**src/rtl/mc_ctrl_fsm.sv**
```systemverilog
// mc_ctrl_fsm: multicycle control unit for the MIPS-subset CPU.
// Sequences IF/ID/EX/MEM/WB, handshakes with a variable-latency memory through
// i_mem_ready, and counts retired instructions.
// Optional feature macro: MC_ILLEGAL_TRAP_EN
//   defined     -> undecodable instructions enter TRAP and hold until reset
//   not defined -> undecodable instructions retire as a NOP, o_illegal tied 0
// Datapath controls are registered from the next state. The IF fetch strobes
// (IR/PC write, PC+4 select) are Mealy on i_mem_ready.
// ST_W must be at least 4.
module mc_ctrl_fsm #(
   parameter int unsigned CNT_W = 32,
   parameter int unsigned ST_W  = 4
) (
   input  logic             i_clk,
   input  logic             i_rst_n,
   input  logic [31:0]      i_instruction,
   input  logic             i_mem_ready,
   output logic             o_pc_we,
   output logic [1:0]       o_pc_src,
   output logic             o_mem_in,
   output logic             o_mem_re,
   output logic             o_mem_we,
   output logic             o_ir_we,
   output logic             o_a_we,
   output logic             o_b_we,
   output logic             o_alu_src_a,
   output logic [2:0]       o_alu_src_b,
   output logic [2:0]       o_alu_op,
   output logic             o_dst,
   output logic             o_reg_in,
   output logic             o_reg_we,
   output logic             o_branch,
   output logic             o_branch_ne,
   output logic             o_jal,
   output logic [CNT_W-1:0] o_retired,
   output logic [ST_W-1:0]  o_state,
   output logic             o_illegal
);

   typedef enum logic [3:0] {
      StIf     = 4'd0,
      StId     = 4'd1,
      StExAddr = 4'd2,
      StMemLw  = 4'd3,
      StWbLw   = 4'd4,
      StMemSw  = 4'd5,
      StExR    = 4'd6,
      StWbR    = 4'd7,
      StExI    = 4'd8,
      StWbI    = 4'd9,
      StExBr   = 4'd10,
      StJ      = 4'd11,
      StJal    = 4'd12,
      StJr     = 4'd13,
      StTrap   = 4'd14
   } state_e;

   // Opcodes
   localparam logic [5:0] OpRtype = 6'h00;
   localparam logic [5:0] OpJ     = 6'h02;
   localparam logic [5:0] OpJal   = 6'h03;
   localparam logic [5:0] OpBeq   = 6'h04;
   localparam logic [5:0] OpBne   = 6'h05;
   localparam logic [5:0] OpAddi  = 6'h08;
   localparam logic [5:0] OpXori  = 6'h0E;
   localparam logic [5:0] OpLw    = 6'h23;
   localparam logic [5:0] OpSw    = 6'h2B;

   // R-type funct codes
   localparam logic [5:0] FnJr    = 6'h08;
   localparam logic [5:0] FnAdd   = 6'h20;
   localparam logic [5:0] FnSub   = 6'h22;
   localparam logic [5:0] FnSlt   = 6'h2A;

   // ALU operand B selects
   localparam logic [2:0] SrcBReg    = 3'b000;
   localparam logic [2:0] SrcBFour   = 3'b001;
   localparam logic [2:0] SrcBSext   = 3'b010;
   localparam logic [2:0] SrcBSextSh = 3'b011;
   localparam logic [2:0] SrcBZext   = 3'b100;

   // ALU operations
   localparam logic [2:0] AluAdd = 3'b000;
   localparam logic [2:0] AluSub = 3'b001;
   localparam logic [2:0] AluXor = 3'b010;
   localparam logic [2:0] AluSlt = 3'b011;

   // PC sources
   localparam logic [1:0] PcAluOut = 2'b01;
   localparam logic [1:0] PcJump   = 2'b10;
   localparam logic [1:0] PcAReg   = 2'b11;

   state_e           r_state;
   logic [CNT_W-1:0] r_retired;
   logic             r_pc_we;
   logic [1:0]       r_pc_src;
   logic             r_mem_in;
   logic             r_mem_re;
   logic             r_mem_we;
   logic             r_a_we;
   logic             r_b_we;
   logic             r_alu_src_a;
   logic [2:0]       r_alu_src_b;
   logic [2:0]       r_alu_op;
   logic             r_dst;
   logic             r_reg_in;
   logic             r_reg_we;
   logic             r_branch;
   logic             r_branch_ne;
   logic             r_jal;
`ifdef MC_ILLEGAL_TRAP_EN
   logic             r_illegal;
`endif

   state_e     w_state_d;
   state_e     w_dec_state;
   logic       w_dec_legal;
   logic       w_retire;
   logic       w_if_fire;
   logic [5:0] w_opcode;
   logic [5:0] w_funct;
   logic       w_unused_instr;

   assign w_opcode       = i_instruction[31:26];
   assign w_funct        = i_instruction[5:0];
   // Register and immediate fields are consumed by the datapath, not here.
   assign w_unused_instr = ^i_instruction[25:6];

   // Fetch completes only once the read request is actually on the bus; right
   // after reset the request is still low for one cycle.
   assign w_if_fire = (r_state == StIf) && r_mem_re && i_mem_ready;

   // Decode the IR into the first execute state of the instruction.
   always_comb begin
      w_dec_state = StIf;
      w_dec_legal = 1'b1;
      case (w_opcode)
         OpLw, OpSw:     w_dec_state = StExAddr;
         OpAddi, OpXori: w_dec_state = StExI;
         OpBeq, OpBne:   w_dec_state = StExBr;
         OpJ:            w_dec_state = StJ;
         OpJal:          w_dec_state = StJal;
         OpRtype: begin
            case (w_funct)
               FnJr:                w_dec_state = StJr;
               FnAdd, FnSub, FnSlt: w_dec_state = StExR;
               default:             w_dec_legal = 1'b0;
            endcase
         end
         default:        w_dec_legal = 1'b0;
      endcase
   end

   // Next-state and retire decision.
   always_comb begin
      w_state_d = r_state;
      w_retire  = 1'b0;
      case (r_state)
         StIf: begin
            if (w_if_fire) begin
               w_state_d = StId;
            end
         end
         StId: begin
            if (w_dec_legal) begin
               w_state_d = w_dec_state;
            end else begin
`ifdef MC_ILLEGAL_TRAP_EN
               w_state_d = StTrap;
`else
               w_state_d = StIf;
               w_retire  = 1'b1;
`endif
            end
         end
         StExAddr: w_state_d = (w_opcode == OpLw) ? StMemLw : StMemSw;
         StMemLw: begin
            if (i_mem_ready) begin
               w_state_d = StWbLw;
            end
         end
         StMemSw: begin
            if (i_mem_ready) begin
               w_state_d = StIf;
               w_retire  = 1'b1;
            end
         end
         StExR:    w_state_d = StWbR;
         StExI:    w_state_d = StWbI;
         StWbLw, StWbR, StWbI, StExBr, StJ, StJal, StJr: begin
            w_state_d = StIf;
            w_retire  = 1'b1;
         end
         StTrap:   w_state_d = StTrap;
         default:  w_state_d = StIf;
      endcase
   end

   // State, retire counter and registered controls for the state being entered.
   always_ff @(posedge i_clk or negedge i_rst_n) begin
      if (!i_rst_n) begin
         r_state     <= StIf;
         r_retired   <= '0;
         r_pc_we     <= 1'b0;
         r_pc_src    <= 2'b00;
         r_mem_in    <= 1'b0;
         r_mem_re    <= 1'b0;
         r_mem_we    <= 1'b0;
         r_a_we      <= 1'b0;
         r_b_we      <= 1'b0;
         r_alu_src_a <= 1'b0;
         r_alu_src_b <= SrcBReg;
         r_alu_op    <= AluAdd;
         r_dst       <= 1'b0;
         r_reg_in    <= 1'b0;
         r_reg_we    <= 1'b0;
         r_branch    <= 1'b0;
         r_branch_ne <= 1'b0;
         r_jal       <= 1'b0;
`ifdef MC_ILLEGAL_TRAP_EN
         r_illegal   <= 1'b0;
`endif
      end else begin
         r_state <= w_state_d;
         if (w_retire) begin
            r_retired <= r_retired + CNT_W'(1);
         end

         r_pc_we     <= 1'b0;
         r_pc_src    <= 2'b00;
         r_mem_in    <= 1'b0;
         r_mem_re    <= 1'b0;
         r_mem_we    <= 1'b0;
         r_a_we      <= 1'b0;
         r_b_we      <= 1'b0;
         r_alu_src_a <= 1'b0;
         r_alu_src_b <= SrcBReg;
         r_alu_op    <= AluAdd;
         r_dst       <= 1'b0;
         r_reg_in    <= 1'b0;
         r_reg_we    <= 1'b0;
         r_branch    <= 1'b0;
         r_branch_ne <= 1'b0;
         r_jal       <= 1'b0;
`ifdef MC_ILLEGAL_TRAP_EN
         r_illegal   <= 1'b0;
`endif

         case (w_state_d)
            StIf: begin
               r_mem_re <= 1'b1;
            end
            StId: begin
               // Latch A/B and precompute the branch target into ALUOut.
               r_a_we      <= 1'b1;
               r_b_we      <= 1'b1;
               r_alu_src_b <= SrcBSextSh;
            end
            StExAddr: begin
               r_alu_src_a <= 1'b1;
               r_alu_src_b <= SrcBSext;
            end
            StMemLw: begin
               r_mem_re <= 1'b1;
               r_mem_in <= 1'b1;
            end
            StWbLw: begin
               r_reg_we <= 1'b1;
               r_reg_in <= 1'b1;
            end
            StMemSw: begin
               r_mem_we <= 1'b1;
               r_mem_in <= 1'b1;
            end
            StExR: begin
               r_alu_src_a <= 1'b1;
               case (w_funct)
                  FnSub:   r_alu_op <= AluSub;
                  FnSlt:   r_alu_op <= AluSlt;
                  default: r_alu_op <= AluAdd;
               endcase
            end
            StWbR: begin
               r_reg_we <= 1'b1;
               r_dst    <= 1'b1;
            end
            StExI: begin
               r_alu_src_a <= 1'b1;
               if (w_opcode == OpXori) begin
                  r_alu_src_b <= SrcBZext;
                  r_alu_op    <= AluXor;
               end else begin
                  r_alu_src_b <= SrcBSext;
               end
            end
            StWbI: begin
               r_reg_we <= 1'b1;
            end
            StExBr: begin
               r_alu_src_a <= 1'b1;
               r_alu_op    <= AluSub;
               r_branch    <= 1'b1;
               r_branch_ne <= (w_opcode == OpBne);
               r_pc_src    <= PcAluOut;
            end
            StJ: begin
               r_pc_we  <= 1'b1;
               r_pc_src <= PcJump;
            end
            StJal: begin
               r_pc_we  <= 1'b1;
               r_pc_src <= PcJump;
               r_reg_we <= 1'b1;
               r_jal    <= 1'b1;
            end
            StJr: begin
               r_pc_we  <= 1'b1;
               r_pc_src <= PcAReg;
            end
            StTrap: begin
`ifdef MC_ILLEGAL_TRAP_EN
               r_illegal <= 1'b1;
`endif
            end
            default: begin
            end
         endcase
      end
   end

   // Fetch strobes overlay the registered controls while IF completes.
   assign o_ir_we     = w_if_fire;
   assign o_pc_we     = r_pc_we | w_if_fire;
   assign o_pc_src    = r_pc_src;
   assign o_alu_src_b = w_if_fire ? SrcBFour : r_alu_src_b;

   assign o_mem_in    = r_mem_in;
   assign o_mem_re    = r_mem_re;
   assign o_mem_we    = r_mem_we;
   assign o_a_we      = r_a_we;
   assign o_b_we      = r_b_we;
   assign o_alu_src_a = r_alu_src_a;
   assign o_alu_op    = r_alu_op;
   assign o_dst       = r_dst;
   assign o_reg_in    = r_reg_in;
   assign o_reg_we    = r_reg_we;
   assign o_branch    = r_branch;
   assign o_branch_ne = r_branch_ne;
   assign o_jal       = r_jal;
   assign o_retired   = r_retired;
   assign o_state     = ST_W'(r_state);

`ifdef MC_ILLEGAL_TRAP_EN
   assign o_illegal = r_illegal;
`else
   assign o_illegal = 1'b0;
`endif

endmodule
```
**config.mk**
```make
export PLATFORM = sky130hd
export DESIGN_NAME = mc_ctrl_fsm
export DESIGN_NICKNAME = d
export VERILOG_FILES = /design/src/rtl/mc_ctrl_fsm.sv
export SDC_FILE = /design/constraint.sdc
export NUM_CORES = 1
export LEC_CHECK = 0
export ABC_AREA = 1
export CAP_MARGIN = 25
export CORE_MARGIN = 2
export CORE_UTILIZATION = 30
export DETAILED_ROUTE_END_ITERATION = 8
export HOLD_SLACK_MARGIN = 0.05
export PLACE_DENSITY_LB_ADDON = 0.1
export SLEW_MARGIN = 0
export SYNTH_ARGS = -nofsm -noshare
export SYNTH_HDL_FRONTEND = slang
export SYNTH_SLANG_ARGS = --single-unit
```
**constraint.sdc**
```tcl
create_clock -name i_clk -period 2.05 [get_ports i_clk]
set_input_delay 0.205 -clock i_clk [delete_from_list [all_inputs] [get_ports i_clk]]
set_output_delay 0.205 -clock i_clk [all_outputs]
set_load 0.02 [all_outputs]
```
==> flow_summary.ini <==
[cells_and_area]
multiInputGateArea_um2 = 1800
drive_above_1_share = 0.157
ff_latch_area_um2 = 1350
final_net_count = 575
layout_common_cells = nand2_1 (115), clkdlybuf4s50_1 (65), inv_1 (55)
fin_area_um2 = 4590
fillerInstances = 1186
final_common_cell = nand2_1
synthToLayoutAreaGrowth_pct = 33.3
diodes = 0

[die]
start_util = 0.304
dieArea_um2 = 12400
io_pins = 94
die_y_um = 111
core_um2 = 11300
rows = 39
die_w_um = 111

[global_route]
grt_max_degree = 40
overflow = 0
antenna_found_initial = 0
grt_pass1_wl_um = 15700
grt_pass1_vias = 3247
track_usage = 0.157

[logic_synthesis]
synth-edff-count = 0
synth_cells = 449
synth_cell_types = 36
yosys_warnings = 0
synth_area_per_cell_um2 = 7.67
netlist_area_um2 = 3440
synth_seq_area_share = 0.392
ys_ff_latch = 54
synth-async-reset-ratio = 1.00
ys.flop_type = dfrtp_1

[setup_path]
start_kind = flop
required_ps = 1850
critPathBufInv = 3
critPathMaxFanout = 5
worst-path-stages = 6
reg2reg_from = o_retired[8]$_DFFE_PN0P_
r2r_setup_slack_ps = 260
path_class = reg -> out
r2r-end = o_retired[28]$_DFFE_PN0P_
cp_top_family = buffers and inverters
slowest_stage = dfrtp_1
r2r_cells = 8
crit_chain = nor2_1, nand4_1, buf_4, nand2_1, inv_1, dlygate4sd2_1
crit_end = o_alu_src_b[2]
max_stage_delay_ps = 430
crit_arrival_ps = 1700
cp-end-kind = primary output
critPathLaunch = o_state[1]$_DFF_PN0_

[timing]
post-route-min-period_ps = 1900
fmax_mhz = 526
timing.setup.tns_ps = 0
rsz0062_at_grt = false
setup_ws_ps = 148
fin_worst_skew_ps = 3.14
hold_viol = 0
slew_violations = 0
setup_violations = 0
period_share = 0.928

[place]
hpwl_um = 7390
pre_cts_ws_ps = 3.22
place_congestion = 0.867
postPlaceCellArea_um2 = 4420
io_buffer_count = 71

[drt]
vias = 3115
drtPass1Iterations = 4
drt-initial-drc-count = 140
via_per_inst = 4.56
wl_um = 9300
drc = 0
wire_per_inst_um = 13.6
ant_nets = 0

[pwr]
power_density_nw_per_um2 = 890
power_leakage_nw = 2.15
power_mw = 4.08
ir_worst_vdd_uv = 642

[clock_network]
cts_buffer_depth = 2
cts_sinks = 54
htree_levels = 2
path_clk_slew_ps = 70
cts_root_buffer = clkbuf_16
cts_made_buffers = 5
insertion_delay_ps = 290
post_cts_buffers = 0
cts_tree = done

[outcome]
status = finished clean

[job]
cap_violations = 0

[min_path]
worst_hold_path_type = in -> async
## synth_stat cells, types with 2 or more instances
library cell / n / area [µm²]
nand4_2: 2 / 25.0
xor2_1: 20 / 175
xor2_2: 3 / 48.8
nand2_1: 115 / 432
nor4_1: 3 / 18.8
inv_1: 55 / 206
nand2_2: 11 / 68.8
nor3_1: 17 / 85.1
nor2_4: 7 / 78.8
buf_4: 5 / 37.5
a21oi_2: 2 / 17.5
buf_6: 3 / 33.8
nand3b_1: 2 / 15.0
o21ai_0: 10 / 50.1
nor2_2: 7 / 43.8
or2_2: 2 / 12.5
nor3_2: 3 / 30.0
inv_2: 6 / 22.5
nand2_4: 6 / 67.6
nor2_1: 50 / 188
xnor2_1: 3 / 26.3
nand4_1: 11 / 68.8
nand3_2: 5 / 50.1
dfrtp_1: 54 / 1350
a21oi_1: 3 / 15.0
o21ai_1: 13 / 65.1
nand3_1: 22 / 110
## worst reg2reg max path: cells and delay by family, from the launching register on
family,cells,cell delay [ps]
AO/OA/AOI/OAI,1,60
flip-flops,1,420
AND/OR/NAND/NOR,5,940
XOR/XNOR,1,150
buffers and inverters,1,100
## sequential cells by signal, summed over array words and instances, names as in the netlist
name	flops
o_retired	32
o_state	4
r_alu_src_b	3
o_alu_op	2
o_pc_src	2
o_alu_src_a	1
o_branch	1
o_branch_ne	1
o_dst	1
o_jal	1
o_mem_in	1
o_mem_re	1
o_mem_we	1
o_reg_in	1
o_reg_we	1
r_pc_we	1
## cells by family (layout without fill, tap and decap cells)
family / count (synthesis) / count (layout) / share of synthesized area
and+or+nand+nor: 266 / 266 / 0.389
buffers and inverters: 69 / 159 / 0.0872
DFF: 54 / 54 / 0.392
AOI/OAI and AO/OA: 32 / 32 / 0.0541
xor gates and xnor gates: 26 / 26 / 0.0727
adders and majority gates: 1 / 1 / 0.00363
other: 1 / 2 / 0.00109
## worst min path at each step
stage / slack [ps] / to / cells past startpoint
2_1_floorplan: -90 / o_alu_op[0]$_DFF_PN0_ / 0
3_3_place_gp: 160 / o_branch$_DFF_PN0_ / 1
3_5_place_dp: 160 / o_branch_ne$_DFF_PN0_ / 1
4_1_cts: 410 / o_branch_ne$_DFF_PN0_ / 2
5_1_grt: 440 / o_alu_op[0]$_DFF_PN0_ / 2
6_report: 400 / o_branch$_DFF_PN0_ / 2
## final cells by class
class,instances,share of cell area
repair buffers,90,0.189
inverters,61,0.0499
well taps,143,0.0390
clock inverters,3,0.00872
multi-input cells,327,0.391
clock buffers,5,0.0273
flip-flops and latches,54,0.294
## layer usage
layer  wire (µm)  track usage  share of wire  vias up
met3         417       0.0350          0.045       16
li1            -            -              -     1592
met5           0            0              0        -
met1        4080        0.191           0.44     1444
met2        4600        0.277           0.49       63
met4         196       0.0477          0.021        0
## power by group
group          leakage, nW  switching [mW]  internal, mW
combinational         1.35            1.06         0.693
sequential           0.716           0.156          1.21
clock               0.0836           0.399         0.573
total                 2.15            1.61          2.47
## through the flow
step	util	instances	hold slack (ps)
after floorplan	-	450	-90.6
after global placement	0.390	674	160
after detailed placement	0.390	674	162
after CTS	0.405	683	413
after global routing	0.405	683	444
final	0.405	683	396
## repair_timing
item | in CTS | in global routing
hold endpoints to repair | 15 | 0
endpoints found under the setup margin | 5 | 0
hold buffers | 1 | 0
gates resized for setup | 5 | 0
No activity file was read; power rests on OpenSTA's default activity.
